## src/rtl/nvm_gc_engine.sv

```systemverilog
// Greedy garbage-collection engine: scans block metadata for the block with the
// fewest valid pages, relocates its valid pages, then erases it.
module nvm_gc_engine #(
  parameter int BLOCK_W = 10,
  parameter int PAGE_W  = 6,
  parameter logic [BLOCK_W:0] GC_THRESHOLD = (BLOCK_W+1)'(8)
) (
  input  logic               CLK,
  input  logic               RST,
  input  logic [BLOCK_W:0]   free_blk_cnt,
  input  logic               gc_force,
  input  logic               host_req,
  input  logic [BLOCK_W-1:0] active_blk,
  output logic [BLOCK_W-1:0] meta_blk,
  input  logic [PAGE_W:0]    meta_vcnt,
  input  logic               meta_free,
  output logic [BLOCK_W-1:0] pv_blk,
  output logic [PAGE_W-1:0]  pv_page,
  input  logic               pv_valid,
  output logic               cmd_valid,
  output logic [1:0]         cmd_op,
  output logic [BLOCK_W-1:0] cmd_blk,
  output logic [PAGE_W-1:0]  cmd_page,
  input  logic               cmd_ready,
  input  logic               cmd_done,
  output logic               gc_busy,
  output logic               gc_paused,
  output logic               gc_done,
  output logic               gc_nogain,
  output logic [BLOCK_W-1:0] gc_victim
);
  localparam int BLOCK_NUM = 1 << BLOCK_W;
  localparam int PAGE_NUM  = 1 << PAGE_W;
  localparam logic [BLOCK_W:0]   SCAN_LAST = (BLOCK_W+1)'(BLOCK_NUM);
  localparam logic [BLOCK_W-1:0] BLK_LAST  = BLOCK_W'(BLOCK_NUM - 1);
  localparam logic [PAGE_W-1:0]  PAGE_LAST = PAGE_W'(PAGE_NUM - 1);
  localparam logic [PAGE_W+1:0]  VCNT_NONE = (PAGE_W+2)'(PAGE_NUM + 1);
  localparam logic [PAGE_W+1:0]  VCNT_FULL = (PAGE_W+2)'(PAGE_NUM);
  localparam logic [1:0]         OP_MOVE   = 2'b01;
  localparam logic [1:0]         OP_ERASE  = 2'b10;

  typedef enum logic [3:0] {
    IDLE, SCAN, PV_REQ, PV_EVAL, MOVE_ISSUE, MOVE_WAIT,
    ERASE_ISSUE, ERASE_WAIT, INTERRUPT, FINISH
  } state_t;

  state_t             r_state, w_state_next;
  logic [BLOCK_W-1:0] r_meta_blk, w_meta_blk_next;
  logic [BLOCK_W:0]   r_scan_cnt, w_scan_cnt_next;
  logic [PAGE_W+1:0]  r_best_vcnt, w_best_vcnt_next;
  logic [BLOCK_W-1:0] r_best_blk, w_best_blk_next;
  logic [PAGE_W-1:0]  r_page, w_page_next;
  logic [BLOCK_W-1:0] r_victim, w_victim_next;
  logic               r_resume_erase, w_resume_erase_next;
  logic               r_gc_ok, w_gc_ok_next;

  logic [BLOCK_W-1:0] w_eval_blk;
  logic [PAGE_W+1:0]  w_eval_vcnt;
  logic               w_take;
  logic [PAGE_W+1:0]  w_fin_vcnt;
  logic [BLOCK_W-1:0] w_fin_blk;

  // Metadata returned this cycle belongs to the address issued one cycle earlier.
  assign w_eval_blk  = BLOCK_W'(r_scan_cnt - 1'b1);
  assign w_eval_vcnt = {1'b0, meta_vcnt};
  assign w_take      = (r_state == SCAN) && (r_scan_cnt != '0) && !meta_free &&
                       (w_eval_blk != active_blk) && (w_eval_vcnt < r_best_vcnt);
  assign w_fin_vcnt  = w_take ? w_eval_vcnt : r_best_vcnt;
  assign w_fin_blk   = w_take ? w_eval_blk  : r_best_blk;

  always_comb begin
    w_state_next        = r_state;
    w_scan_cnt_next     = r_scan_cnt;
    w_best_vcnt_next    = r_best_vcnt;
    w_best_blk_next     = r_best_blk;
    w_page_next         = r_page;
    w_victim_next       = r_victim;
    w_resume_erase_next = r_resume_erase;
    w_gc_ok_next        = r_gc_ok;
    pv_blk    = '0;
    pv_page   = '0;
    cmd_valid = 1'b0;
    cmd_op    = '0;
    cmd_blk   = '0;
    cmd_page  = '0;
    gc_done   = 1'b0;
    gc_nogain = 1'b0;
    unique case (r_state)
      IDLE: begin
        if ((free_blk_cnt < GC_THRESHOLD) || gc_force) begin
          w_state_next     = SCAN;
          w_scan_cnt_next  = '0;
          w_best_vcnt_next = VCNT_NONE;
          w_best_blk_next  = '0;
        end
      end
      SCAN: begin
        w_scan_cnt_next = r_scan_cnt + 1'b1;
        if (w_take) begin
          w_best_vcnt_next = w_eval_vcnt;
          w_best_blk_next  = w_eval_blk;
        end
        if (r_scan_cnt == SCAN_LAST) begin
          // A victim with every page valid frees nothing, same as no victim.
          if (w_fin_vcnt >= VCNT_FULL) begin
            w_state_next = FINISH;
            w_gc_ok_next = 1'b0;
          end else begin
            w_victim_next = w_fin_blk;
            w_page_next   = '0;
            w_state_next  = (w_fin_vcnt == '0) ? ERASE_ISSUE : PV_REQ;
          end
        end
      end
      PV_REQ: begin
        pv_blk       = r_victim;
        pv_page      = r_page;
        w_state_next = PV_EVAL;
      end
      PV_EVAL: begin
        if (host_req) begin
          w_state_next        = INTERRUPT;
          w_resume_erase_next = 1'b0;
        end else if (pv_valid) begin
          w_state_next = MOVE_ISSUE;
        end else if (r_page == PAGE_LAST) begin
          w_state_next = ERASE_ISSUE;
        end else begin
          w_page_next  = r_page + 1'b1;
          w_state_next = PV_REQ;
        end
      end
      MOVE_ISSUE: begin
        cmd_valid = 1'b1;
        cmd_op    = OP_MOVE;
        cmd_blk   = r_victim;
        cmd_page  = r_page;
        if (cmd_ready) w_state_next = MOVE_WAIT;
      end
      MOVE_WAIT: begin
        if (cmd_done) begin
          if (r_page == PAGE_LAST) begin
            w_state_next = ERASE_ISSUE;
          end else begin
            w_page_next  = r_page + 1'b1;
            w_state_next = PV_REQ;
          end
        end
      end
      ERASE_ISSUE: begin
        if (host_req) begin
          w_state_next        = INTERRUPT;
          w_resume_erase_next = 1'b1;
        end else begin
          cmd_valid = 1'b1;
          cmd_op    = OP_ERASE;
          cmd_blk   = r_victim;
          if (cmd_ready) w_state_next = ERASE_WAIT;
        end
      end
      ERASE_WAIT: begin
        if (cmd_done) begin
          w_state_next = FINISH;
          w_gc_ok_next = 1'b1;
        end
      end
      INTERRUPT: begin
        if (!host_req) w_state_next = r_resume_erase ? ERASE_ISSUE : PV_REQ;
      end
      FINISH: begin
        gc_done      = r_gc_ok;
        gc_nogain    = !r_gc_ok;
        w_state_next = IDLE;
      end
      default: w_state_next = IDLE;
    endcase
    // Address walks only while scanning and parks at the last block for the trailing cycle.
    w_meta_blk_next = '0;
    if ((r_state == SCAN) && (w_state_next == SCAN))
      w_meta_blk_next = (r_meta_blk == BLK_LAST) ? r_meta_blk : r_meta_blk + 1'b1;
  end

  always_ff @(posedge CLK) begin
    if (RST) begin
      r_state        <= IDLE;
      r_meta_blk     <= '0;
      r_scan_cnt     <= '0;
      r_best_vcnt    <= VCNT_NONE;
      r_best_blk     <= '0;
      r_page         <= '0;
      r_victim       <= '0;
      r_resume_erase <= 1'b0;
      r_gc_ok        <= 1'b0;
    end else begin
      r_state        <= w_state_next;
      r_meta_blk     <= w_meta_blk_next;
      r_scan_cnt     <= w_scan_cnt_next;
      r_best_vcnt    <= w_best_vcnt_next;
      r_best_blk     <= w_best_blk_next;
      r_page         <= w_page_next;
      r_victim       <= w_victim_next;
      r_resume_erase <= w_resume_erase_next;
      r_gc_ok        <= w_gc_ok_next;
    end
  end

  assign meta_blk  = r_meta_blk;
  assign gc_victim = r_victim;
  assign gc_busy   = (r_state != IDLE);
  assign gc_paused = (r_state == INTERRUPT);

endmodule

```

## config.mk

```make
export PLATFORM = sky130hd
export DESIGN_NAME = nvm_gc_engine
export DESIGN_NICKNAME = d
export VERILOG_FILES = /design/src/rtl/nvm_gc_engine.sv
export SDC_FILE = /design/constraint.sdc
export NUM_CORES = 1
export LEC_CHECK = 0
export ABC_AREA = 1
export ABC_CLOCK_PERIOD_IN_PS = 2000
export BUFFER_PORTS_ARGS = -buffer_cell sky130_fd_sc_hd__buf_4
export CAP_MARGIN = 20
export CORE_AREA = 2 2 94 96
export CTS_CLUSTER_DIAMETER = 80
export CTS_CLUSTER_SIZE = 28
export DETAILED_ROUTE_END_ITERATION = 16
export DIE_AREA = 0 0 96 98
export HOLD_SLACK_MARGIN = 0.03
export PLACE_DENSITY = 0.79
export SKIP_CTS_REPAIR_TIMING = 1
export SYNTH_ARGS = -nofsm -noshare
export SYNTH_HDL_FRONTEND = slang
export SYNTH_SLANG_ARGS = --single-unit
```

## constraint.sdc

```tcl
create_clock -name CLK -period 2 [get_ports CLK]
set_clock_uncertainty 0.05 [all_clocks]
set_input_delay 0.2 -clock CLK [delete_from_list [all_inputs] [get_ports CLK]]
set_output_delay 0.2 -clock CLK [all_outputs]
set_load 0.02 [all_outputs]
```

==> metrics.md <==
| Metric | Value |
|---|---|
| Area share of the largest cell type after synthesis | `33.19%` |
| Sum of negative setup slack | `-12.69 ns` |
| Slew Limit Fails | `0` |
| Die Wd | `96 um` |
| Max Freq | `406.3 MHz` |
| Vias per cell | `5.383` |
| CTS max path bufs | `2` |
| Tcrit/Tclk final | `123.1%` |
| Area delta synth->final | `54.91%` |
| Design Area, Final | `5700 sq um` |
| Sequential share of power | `36.5%` |
| Critical path launch point type | `flip-flop` |
| Combinational fraction of design power | `18.9%` |
| Async S/R FF share, synth | `0%` |
| Mapped Nets | `614` |
| Initial cell density of the core | `43.47%` |
| Pre-antenna DRT Iters | `11` |
| WHS | `0.1172 ns` |
| Slew @ Worst Pin | `0.4332 ns` |
| Post-route ant nets | `0` |
| Routability congestion estimate | `0.9640` |
| Die area | `9408 sq um` |
| CP max-delay cell | `dfxtp_2` |
| Initial antenna violation count | `0` |
| GRT Overall Usage | `25.04%` |
| Power, Total | `3.410 mW` |
| Synthesized instance count | `568` |
| Clk pwr share | `44.6%` |
| Int Power | `2.497 mW` |
| Share of cells above drive strength 1 | `36.16%` |
| Worst Setup Path Type | `reg -> reg` |
| Family with the most delay on the worst path | `simple AND/OR/NAND/NOR gates` |
| GRT overflow | `0` |
| Fin nets | `785` |
| Largest area contributor in the synthesized netlist | `dfxtp_1` |
| Worst EP arrival | `2.65 ns` |
| Clk sinks | `61` |
| Sequential fraction of the synthesis area | `33.19%` |
| Outcome | `complete, but fails checks` |
| Synth Area per Inst | `6.478 sq um` |
| HPWL Detailed | `8717 um` |
| LEAKAGE | `2.543 nW` |
| Worst path max stage delay | `0.35 ns` |
| Yosys warns | `0` |
| Largest net degree at the start of global routing | `22` |
| Power per cell area | `598.3 nW/um^2` |
| Drt wl/cell | `15.21 um` |
| Hold Crit Class | `in -> reg` |
| Required time worst endpoint | `2.19 ns` |
| # diodes | `0` |
| Worst-path fanout max | `11` |
| Number of synthesized register bits | `61` |
| Worst path buffer plus inverter count | `4` |
| Final Non-Filler Cells | `852` |
| Rel. slew slack | `70.88%` |
| Core region area | `8466 sq um` |
| CTS tree | `yes` |
| Post-synth EDFFs | `0` |
| CTS Root Cell | `clkbuf_8` |
| Die Height | `98 um` |
| Mapped Area | `3680 sq um` |
| Psw | `0.9138 mW` |
| Post-synth cell types | `41` |
| RSZ-0062 raised after global routing | `yes` |
| CP cell instances | `inv_2 -> ha_4 -> inv_2 -> nand2_1 -> nand2_1 -> nor2_1 -> nand3_1 -> nor2_1 -> nand3_1 -> nor2_2 -> nand3_4 -> nand2_8 -> nand2_4 -> nand3_4 -> nor2_4 -> buf_12 -> buf_8 -> o21ai_2 -> a21oi_1` |
| Post-layout util | `67.34%` |
| First-pass GRT wire length | `18720 um` |
| DRT Wirelength | `12960 um` |
| Vias | `4586` |
| Vias in the first global route | `4270` |
| Setup Slack @ Placement | `-0.3423 ns` |
| Failing checks | `setup timing` |
| Drt initial violations | `251` |
| H-tree depth | `3` |
| Setup Viol. Count Final | `40` |
| Endpoints failing hold | `0` |
| Min cycle time layout | `2.461 ns` |
| Area contributors post-synth | `dfxtp_1 33%, nand2_1 12%, nor2_1 9.0%` |
| # port buffers | `91` |
| CP endpoint kind | `flip-flop` |
| Cts bufs inserted | `9` |
| Reg clk slew, reported paths | `0.08 ns` |
| Worst-Skew Late Latency | `0.36 ns` |
| Maxcap violations | `0` |
| Worst vdd ir | `454.8 uV` |
| Top_reg_cell synth | `dfxtp_1` |
| Top Ports | `95` |
| Remaining DRCs | `0` |
| Dpl cells | `820` |
| Site Rows | `34` |
| Switching share of total power | `26.79%` |
| Placed Area | `4966 sq um` |
| Post-route setup slack | `-0.4614 ns` |
-- cell families (layout without fill, tap and decap cells) --
group,count (synthesis),count (layout),synth area share [%]
xor+xnor,10,10,2.380
fa+ha+maj,10,10,3.400
flops,61,61,33.19
simple gates,290,290,35.40
buf+inv,100,276,10.68
compound gates,97,97,14.96
-- cell usage in the layout, fill, tap and decap left out, types with 8 or more instances in the layout --
cell type	Yosys	layout
nor2_1	88	79
nand2_1	118	108
clkbuf_8	0	10
nand3_1	41	36
o21ai_2	0	12
inv_2	7	10
nand2_2	4	10
o21ai_1	12	12
dfxtp_1	61	58
buf_4	2	164
o21ai_0	21	8
nor2_4	1	8
a21oi_1	39	34
inv_1	80	76
ha_1	10	9
-- flip-flops by register name (all words and copies together) (netlist names) --
| register | flops |
|---|---|
| r_scan_cnt | 11 |
| gc_victim | 10 |
| r_gc_ok | 1 |
| r_best_blk | 10 |
| r_page | 6 |
| r_resume_erase | 1 |
| r_state | 4 |
| meta_blk | 10 |
| r_best_vcnt | 8 |
-- worst register-to-register path, cell delays in order (launching register included) --
cell	delay, ns
dfxtp_2	0.35
inv_2	0.05
ha_4	0.26
inv_2	0.03
nand2_1	0.04
nand2_1	0.05
nor2_1	0.08
nand3_1	0.08
nor2_1	0.12
nand3_1	0.10
nor2_2	0.17
nand3_4	0.14
nand2_8	0.15
nand2_4	0.07
nand3_4	0.11
nor2_4	0.06
buf_12	0.14
buf_8	0.13
o21ai_2	0.11
a21oi_1	0.06
-- cell usage after synthesis (4+ instances only) --
cell	n
inv_1	80
a21oi_1	39
nand2_2	4
nor3_1	9
ha_1	10
nand3b_1	7
xor2_1	5
nor2_1	88
a211oi_1	4
o22ai_1	10
o21ai_1	12
inv_2	7
o21ai_0	21
dfxtp_1	61
clkbuf_1	7
nor2_2	5
nor4_1	5
nand3_1	41
xnor2_1	5
nand2_1	118
-- final cells by class --
| class | count | area [sq um] |
|---|---|---|
| Inverter | 88 | 332.8 |
| Sequential cell | 61 | 1225 |
| Timing Repair Buffer | 172 | 1379 |
| Tap cell | 108 | 135.1 |
| Clock inverter | 6 | 133.9 |
| Fill cell | 649 | 2765 |
| Multi-Input combinational cell | 407 | 2357 |
| Clock buffer | 10 | 137.6 |
-- per-layer routing --
| layer | GRT usage [%] | up-vias | wire, um |
|---|---|---|---|
| li1 | - | 2190 | - |
| met1 | 27.44 | 2164 | 4874 |
| met2 | 44.66 | 189 | 6988 |
| met3 | 4.398 | 43 | 680 |
| met4 | 13.52 | 0 | 420 |
| met5 | 0 | - | 0 |
-- path summary, 6_finish.rpt --
path | cells after the start | from | endpoint | slack, ns
max reg2reg | 19 | r_scan_cnt[1]$_SDFFE_PP0P_ | gc_victim[8]$_SDFFE_PP0P_ | -0.46
max | 19 | r_scan_cnt[1]$_SDFFE_PP0P_ | gc_victim[8]$_SDFFE_PP0P_ | -0.46
min reg2reg | 2 | r_resume_erase$_SDFFE_PP0P_ | r_resume_erase$_SDFFE_PP0P_ | 0.41
min | 3 | cmd_done | r_gc_ok$_SDFFE_PP0P_ | 0.12
-- power by group through the flow --
stage,Clock [mW],Sequential [mW],Combinational (mW)
floorplan,0,1.27,0.287
global placement,0,1.27,0.517
detailed placement,0,1.27,0.535
CTS,1.52,1.24,0.540
global route,1.57,1.25,0.690
finish,1.52,1.25,0.644
(Power assumes the default switching activity.)
